## config.mk

```make
export PLATFORM = sky130hd
export DESIGN_NAME = data_mem_responder_flat
export DESIGN_NICKNAME = d
export VERILOG_FILES = /design/src/rtl/data_mem_responder_if.sv /design/src/rtl/data_mem_responder.sv /design/src/flat_wrapper.sv
export SDC_FILE = /design/constraint.sdc
export NUM_CORES = 2
export LEC_CHECK = 0
export CAP_MARGIN = 20
export CORE_ASPECT_RATIO = 0.7
export CORE_MARGIN = 4
export CORE_UTILIZATION = 55
export DETAILED_ROUTE_END_ITERATION = 7
export PLACE_DENSITY = 0.71
export SKIP_CTS_REPAIR_TIMING = 1
export SLEW_MARGIN = 20
export SYNTH_ARGS = -nofsm -noshare
export SYNTH_HDL_FRONTEND = slang
export SYNTH_SLANG_ARGS = --single-unit
```

## constraint.sdc

```tcl
create_clock -name clk -period 5.07 [get_ports clk]
set_input_delay 1.2675 -clock clk [delete_from_list [all_inputs] [get_ports clk]]
set_output_delay 1.2675 -clock clk [all_outputs]
set_load 0.03 [all_outputs]
```

## src/rtl/data_mem_responder_if.sv

```systemverilog
// Request/response bus between the control unit's memory strobes and the
// data-memory responder.
interface data_mem_responder_if #(
    parameter int unsigned DATA_W = 32,
    parameter int unsigned ADDR_W = 8
);
    logic              w_e_memo;
    logic              r_e_memo;
    logic [ADDR_W-1:0] addr;
    logic [DATA_W-1:0] w_data;
    logic [DATA_W-1:0] r_data;
    logic              r_valid;
    logic              busy;
    logic              err;

    modport master (
        output w_e_memo, r_e_memo, addr, w_data,
        input  r_data, r_valid, busy, err
    );

    modport slave (
        input  w_e_memo, r_e_memo, addr, w_data,
        output r_data, r_valid, busy, err
    );
endinterface

```

## src/rtl/data_mem_responder.sv

```systemverilog
// Data-memory responder: single-cycle stores, fixed-latency loads with a
// one-cycle r_valid pulse, busy while a load is in flight, err on rejects.
// Optional feature macro: DMEM_WR_WHILE_BUSY_EN (accept legal stores while
// busy and forward them into a pending load to the same address).
module data_mem_responder #(
    parameter int unsigned DATA_W = 32,
    parameter int unsigned ADDR_W = 8,
    parameter int unsigned DEPTH  = 64,
    parameter int unsigned RD_LAT = 2
) (
    input  logic                 clk,
    input  logic                 rst,
    data_mem_responder_if.slave  bus
);
    localparam int unsigned IDX_W = (DEPTH > 1) ? $clog2(DEPTH) : 1;
    localparam int unsigned CNT_W = 4;

    localparam logic [1:0] IDLE = 2'd0;
    localparam logic [1:0] WAIT = 2'd1;
    localparam logic [1:0] RESP = 2'd2;

    logic [1:0]        state, state_next;
    logic [CNT_W-1:0]  cnt, cnt_next;
    logic [ADDR_W-1:0] raddr, raddr_next;
    logic              wr_en_c;
    logic              err_next;
    logic [DATA_W-1:0] resp_data_c;
    logic              req_in_range_c;
    logic              rd_in_range_c;

    logic [DATA_W-1:0] mem [DEPTH];

    assign req_in_range_c = 32'(bus.addr) < DEPTH;
    assign rd_in_range_c  = 32'(raddr_next) < DEPTH;

    // State, latency counter and latched read address.
    always_ff @(posedge clk) begin
        if (rst) begin
            state <= IDLE;
            cnt   <= '0;
            raddr <= '0;
        end else begin
            state <= state_next;
            cnt   <= cnt_next;
            raddr <= raddr_next;
        end
    end

    // Next-state, write enable and error decode.
    always_comb begin
        state_next = state;
        cnt_next   = cnt;
        raddr_next = raddr;
        wr_en_c    = 1'b0;
        err_next   = 1'b0;
        case (state)
            IDLE: begin
                if (bus.w_e_memo && bus.r_e_memo) begin
                    err_next = 1'b1;
                end else if (bus.w_e_memo) begin
                    if (req_in_range_c) wr_en_c  = 1'b1;
                    else                err_next = 1'b1;
                end else if (bus.r_e_memo) begin
                    raddr_next = bus.addr;
                    if (RD_LAT == 1) begin
                        state_next = RESP;
                    end else begin
                        state_next = WAIT;
                        cnt_next   = CNT_W'(RD_LAT - 1);
                    end
                end
            end
            WAIT, RESP: begin
                if (state == WAIT) begin
                    cnt_next = cnt - CNT_W'(1);
                    if (cnt == CNT_W'(1)) state_next = RESP;
                end else begin
                    state_next = IDLE;
                end
`ifdef DMEM_WR_WHILE_BUSY_EN
                if (bus.r_e_memo) begin
                    err_next = 1'b1;
                end else if (bus.w_e_memo) begin
                    if (req_in_range_c) wr_en_c  = 1'b1;
                    else                err_next = 1'b1;
                end
`else
                if (bus.w_e_memo || bus.r_e_memo) err_next = 1'b1;
`endif
            end
            default: begin
                state_next = IDLE;
                cnt_next   = '0;
            end
        endcase
    end

    // Response word: out-of-range reads return 0, a same-edge store is forwarded.
    always_comb begin
        resp_data_c = '0;
        if (wr_en_c && (bus.addr == raddr_next)) begin
            resp_data_c = bus.w_data;
        end else if (rd_in_range_c) begin
            resp_data_c = mem[raddr_next[IDX_W-1:0]];
        end
    end

    // Registered bus outputs.
    always_ff @(posedge clk) begin
        if (rst) begin
            bus.r_data  <= '0;
            bus.r_valid <= 1'b0;
            bus.busy    <= 1'b0;
            bus.err     <= 1'b0;
        end else begin
            bus.r_valid <= (state_next == RESP);
            bus.busy    <= (state_next != IDLE);
            bus.err     <= err_next;
            if (state_next == RESP) bus.r_data <= resp_data_c;
        end
    end

    // Memory array, cleared by reset.
    always_ff @(posedge clk) begin
        if (rst) begin
            for (int i = 0; i < int'(DEPTH); i++) mem[i] <= '0;
        end else if (wr_en_c) begin
            mem[bus.addr[IDX_W-1:0]] <= bus.w_data;
        end
    end
endmodule
```

## src/flat_wrapper.sv

```systemverilog
// flat-port wrapper written by rule: the top's interface ports become plain ports
module data_mem_responder_flat 
#(
    parameter int unsigned DATA_W = 32,
    parameter int unsigned ADDR_W = 8,
    parameter int unsigned DEPTH  = 64,
    parameter int unsigned RD_LAT = 2
)
  (clk, rst, bus_w_e_memo, bus_r_e_memo, bus_addr, bus_w_data, bus_r_data, bus_r_valid, bus_busy, bus_err);
  data_mem_responder_if #(.DATA_W(DATA_W), .ADDR_W(ADDR_W)) bus_i ();
  input  logic clk;
  input  logic rst;
  input wire logic [$bits(bus_i.w_e_memo)-1:0] bus_w_e_memo;
  input wire logic [$bits(bus_i.r_e_memo)-1:0] bus_r_e_memo;
  input wire logic [$bits(bus_i.addr)-1:0] bus_addr;
  input wire logic [$bits(bus_i.w_data)-1:0] bus_w_data;
  output wire logic [$bits(bus_i.r_data)-1:0] bus_r_data;
  output wire logic [$bits(bus_i.r_valid)-1:0] bus_r_valid;
  output wire logic [$bits(bus_i.busy)-1:0] bus_busy;
  output wire logic [$bits(bus_i.err)-1:0] bus_err;
  assign bus_i.w_e_memo = bus_w_e_memo;
  assign bus_i.r_e_memo = bus_r_e_memo;
  assign bus_i.addr = bus_addr;
  assign bus_i.w_data = bus_w_data;
  assign bus_r_data = bus_i.r_data;
  assign bus_r_valid = bus_i.r_valid;
  assign bus_busy = bus_i.busy;
  assign bus_err = bus_i.err;
  data_mem_responder #(.DATA_W(DATA_W), .ADDR_W(ADDR_W), .DEPTH(DEPTH), .RD_LAT(RD_LAT)) u_core (.clk(clk), .rst(rst), .bus(bus_i));
endmodule
```

* Yosys cells after proc, flatten, opt, wreduce, memory -nomap -nowiden
Memory sizes are Yosys's and may differ from the RTL's.
Cells that the tools add are included.
Widths: inputs -> output; s select.
** Storage, ports and cells
- Flip-flop bits (word level) :: 49
- Memory bits (writable) :: 2048
- Output and inout bits :: 35
- Input port bits :: 44
- Memories :: 1
** Cells by class
- Add/sub/neg operators :: 1
- Equality and inequality tests :: 9
- Order comparisons :: 2
- Multiplexer cells :: 34
- Reductions and logical operators :: 8
** Memory list
- u_core.mem :: depth 64, width 32, read ports 1, clocked after memory_dff 0, wr ports 64, RTL line data_mem_responder.sv:31 : logic [DATA_W-1:0] mem [DEPTH];
** Operators with widths (number)
- $mux 32 :: 3
- $mux 8 :: 4
- $reduce_or 32->1 :: 1
- $lt 8x7->1 const B :: 2
- $mux 4 :: 4
- $mux 1 :: 14
- $mux 2 :: 5
- $eq 8x8->1 :: 1
- $pmux 4 s2 :: 1
- $mux 6 :: 1
- $ne 2x2->1 const B :: 3
- $eq 2x2->1 const B :: 2
- $eq 4x1->1 const B :: 1
- $pmux 2 s2 :: 1
- $reduce_and 4->1 :: 1
- $sub 4x1->4 const B :: 1
- $eq 2x1->1 const B :: 1
- $logic_and 1x1->1 :: 2
- $logic_not 2->1 :: 1
- $ne 2x1->1 const B :: 1
- $pmux 1 s2 :: 1
- $reduce_bool 2->1 :: 1
- $reduce_or 2->1 :: 1
- $logic_or 1x1->1 :: 1

* Depth between registers and ports, before layout
- Depth in word-level cells :: 10
- Gate-level depth with buffers :: 16
- Depth with buffers taken out :: 10

* Worst setup path after synthesis
OpenSTA, ideal clock, no wires.
- Kind :: input to register
- From :: in bus_addr[2]
- To :: reg u_core.bus.r_data[25]
- Cell stages on the path :: 12
- Setup slack :: 1.739 ns
- Buffers on the path :: 4
- Data arrival time :: 3.198 ns
- Required time :: 4.937 ns
- Setup time :: 0.133 ns
- Cell sequence :: buf_2 -> and4b_1 -> a21o_1 -> buf_4 -> nor2_1 -> buf_2 -> clkbuf_1 -> nand3_1 -> nand3_1 -> nand4_1 -> a221oi_1 -> a211oi_1
** On the way
- Longest elaborated chain between the ends :: 7
** RTL lines
- start: declaration :: RTL line flat_wrapper.sv:15 : input wire logic [$bits(bus_i.addr)-1:0] bus_addr;
- $mux 8 or $lt 8x7->1 (tied branches) :: RTL line data_mem_responder.sv:63, data_mem_responder.sv:33
- $mux 8 or $mux 1 (tied branches) :: RTL line data_mem_responder.sv:60, data_mem_responder.sv:61
- $mux 8 or $mux 1 (tied branches) :: RTL line data_mem_responder.sv:58, data_mem_responder.sv:60
- $mux 8 or $mux 1 (tied branches) :: RTL line data_mem_responder.sv:56, data_mem_responder.sv:58
- $mem_v2 64x32 (tied with other cells)
- $mux 32 or $logic_and 1x1->1 (tied branches) :: RTL line data_mem_responder.sv:103, data_mem_responder.sv:101
- $mux 32 (*) :: RTL line data_mem_responder.sv:101 : if (wr_en_c && (bus.addr == raddr_next)) begin
- end signal: assignment :: RTL line data_mem_responder.sv:119 : if (state_next == RESP) bus.r_data <= resp_data_c;
- end: declaration :: RTL line data_mem_responder_if.sv:23 : output r_data, r_valid, busy, err
Mark *: on every way between the ends. The rest lies on a longest branch, timed or not.
A chain may end at the register's enable or synchronous reset.

* Worst setup path after layout
- From :: in bus_w_e_memo
- To :: reg u_core.bus.r_data[7]
** On the way
- Longest elaborated chain between the ends :: 6
** RTL lines
- start: declaration :: RTL line flat_wrapper.sv:13 : input wire logic [$bits(bus_i.w_e_memo)-1:0] bus_w_e_memo;
- $mux 8 or $logic_and 1x1->1 (tied branches) :: RTL line data_mem_responder.sv:60, data_mem_responder.sv:58
- $mux 8 :: RTL line data_mem_responder.sv:58 : if (bus.w_e_memo && bus.r_e_memo) begin
- $mux 8 :: RTL line data_mem_responder.sv:56 : case (state)
- $mem_v2 64x32 (tied with other cells)
- $mux 32 or $logic_and 1x1->1 (tied branches) :: RTL line data_mem_responder.sv:103, data_mem_responder.sv:101
- $mux 32 :: RTL line data_mem_responder.sv:101
Several ways; a longest one is shown, not always the timed one.

==> results.yml <==
placement:
  port_buffers: 78
  dp_hpwl_um: 221000
  dp_worst_setup_slack_ps: -600
  gp_congestion: 0.993
  dp_cells: 10700
  placed_cell_area_um2: 103000
floorplan:
  die_x_um: 511
  rows: 128
  ios: 79
  die_area_um2: 184000
  core_um2: 175000
  die_h_um: 360
  start_util: 0.557
routing:
  drc: 0
  ant_nets: 0
  dr.pass1.iters: 8
  wl_per_cell_um: 31.6
  drt_iter0_drc: 12900
  viasPerCell: 6.44
  wirelength_um: 350000
  via_count: 71500
pwr:
  peakVddDrop_mv: 0.353
  leakage_nw: 40.6
  power.total_mw: 38.8
  power.density_nw_per_um2: 353
critical_path:
  critPathKind: "input port to flip-flop"
  cp-start-kind: "input port"
  cp_max_fo: 38
  cp.required_ps: 5820
  worstPathArrival_ps: 5750
  crit_path_end_kind: "flip-flop"
sta:
  finClkSkew_ps: 28.4
  fin_crit_ps: 4990
  finalSetupTns_ps: 0
  hold_ws_ps: 523
  fmax_ghz: 0.200
  hold_viol: 0
  worst_pin_slew_ps: 1290
  setup_viol: 0
  slew_viol_final: 0
  rsz0062_at_grt: "no"
  final.setup.worst_slack_ps: 76.6
  period_share: 0.985
  slew_headroom: 0.139
cells_and_area:
  final_net_count: 8633
  final_cells: 11100
  utilization: 0.627
  drive_gt1_frac: 0.120
  syn2layout_area_growth_pct: 12.7
  final_cell_area_um2: 110000
global_route:
  grt_max_degree: 100
  grt_use_total: 0.373
  grt_pass1_vias: 66600
  overflow: 0
  antenna_found_initial: 40
  grt_pass1_wl_um: 495000
logic_synthesis:
  async_flop_share: 0
  ys_types: 70
  ys_seq_area_frac: 0.642
  synth_edf_count: 2048
  synth.yosys.warnings: 0
  synth_fp_nets: 8596
  syn_inst: 8546
  synth_area_um2: 97400
  ys_ff_latch: 2097
  synth_area_per_cell_um2: 11.4
  ys.flop_type: "edfxtp_1"
clock_network:
  cts_root_buffer: "clkbuf_16"
  cts.sinks: 2097
  clkSlewWorstSetupHoldPaths_ps: 60
  clockBufferDepth: 3
  htreeDepth: 4
  clk_latency_ps: 850
  cts_buffers: 197
  cts_tree: "yes"
outcome:
  status: "finished, final reports clean"
run:
  drv_cap: 0
hold_path:
  hp-class: "flip-flop to flip-flop"
==> placed cells by master, fill, tap and decap left out, types with 43 or more instances in the layout <==
cell type and instances:
a22oi_1 118, mux2i_1 167, dfxtp_1 49, nand4_1 60, buf_12 113, edfxtp_1 2048
nor2_1 88, or2_2 66, o21ai_0 47, a32oi_1 70, nand3_1 555, clkdlybuf4s50_1 45
clkbuf_16 202, clkinv_1 43, and2_1 2048, buf_4 457, a21oi_1 322, a31oi_1 90
nor2_2 72, nand2_1 1569, clkbuf_1 51
==> cells in the mapped netlist, drive strengths merged (16+ instances only) <==
| cell type | instances | area [µm²] |
|---|---|---|
| a311oi | 29 | 254 |
| nor2 | 164 | 636 |
| buf | 274 | 1470 |
| dfxtp | 49 | 981 |
| and3 | 32 | 200 |
| and2 | 2048 | 12800 |
| clkbuf | 535 | 2010 |
| nand4 | 60 | 375 |
| edfxtp | 2048 | 61500 |
| a21oi | 325 | 1640 |
| a32oi | 70 | 613 |
| a31oi | 91 | 569 |
| o2111ai | 33 | 289 |
| a2111oi | 16 | 140 |
| nand2 | 1572 | 5900 |
| o22ai | 18 | 113 |
| nand3 | 555 | 2780 |
| o21ai | 58 | 290 |
| a221oi | 37 | 324 |
| mux2i | 169 | 1700 |
| a22oi | 118 | 886 |
| or2 | 66 | 413 |
==> power breakdown <==
part	internal, mW	switching [mW]	total [mW]
clock	8.17	6.68	14.9
sequential	19.5	0.181	19.7
combinational	1.14	3.05	4.19
total	28.8	9.92	38.8
==> final timing paths <==
| check | startpoint | endpoint | slack, ps | cells after the start |
|---|---|---|---|---|
| setup / recovery | bus_w_e_memo | u_core.bus.r_data[7] | 80 | 13 |
| hold / removal | u_core.raddr[7] | u_core.raddr[7] | 520 | 2 |
| setup reg to reg | u_core.state[1] | u_core.bus.r_data[7] | 180 | 14 |
| hold reg to reg | u_core.raddr[7] | u_core.raddr[7] | 520 | 2 |
==> metal layers <==
layer	GRT usage	part of all wire	up-vias
li1	-	-	29900
met1	0.525	0.38	35300
met2	0.506	0.40	5462
met3	0.157	0.17	884
met4	0.159	0.051	16
met5	0	0.00033	-
==> layout make-up <==
type                       count  area, µm²
clock buffer                 261       5360
fill                       13500      65100
clock inverter               103        915
timing repair buffer         647       6310
sequential                  2097      62500
inverter                       8       30.0
multi-input combinational   5632      31700
antenna                       20       50.0
tap                         2340       2930
==> logic make-up (layout without fill, tap and decap cells) <==
family | after synthesis | after routing | synth area share
AOI/OAI and AO/OA | 875 | 875 | 0.0595
xor gates and xnor gates | 7 | 7 | 0.000630
adders and majority gates | 6 | 6 | 0.000771
buffers and inverters | 817 | 1019 | 0.0360
DFF | 2097 | 2097 | 0.642
muxes | 177 | 177 | 0.0188
other | 0 | 20 | 0
and+or+nand+nor | 4567 | 4567 | 0.243
==> flip-flops by register name (all words and copies together) (netlist names) <==
name,count
u_core.mem,2048
u_core.bus.r_data,32
u_core.raddr,8
u_core.cnt,4
u_core.state,2
u_core.bus.busy,1
u_core.bus.err,1
u_core.bus.r_valid,1
==> worst max-delay path, stage by stage <==
cell and delay [ps]:
clkdlybuf4s50_1 530, nand3b_2 440, buf_4 290, a21oi_4 250, buf_12 290, buf_4 470
nand2_1 110, nand3_1 110, nand3_1 120, o21ai_1 920, o21ai_0 360, buf_4 230
a311oi_1 240
Note: power is estimated with default switching activity, not from simulation.
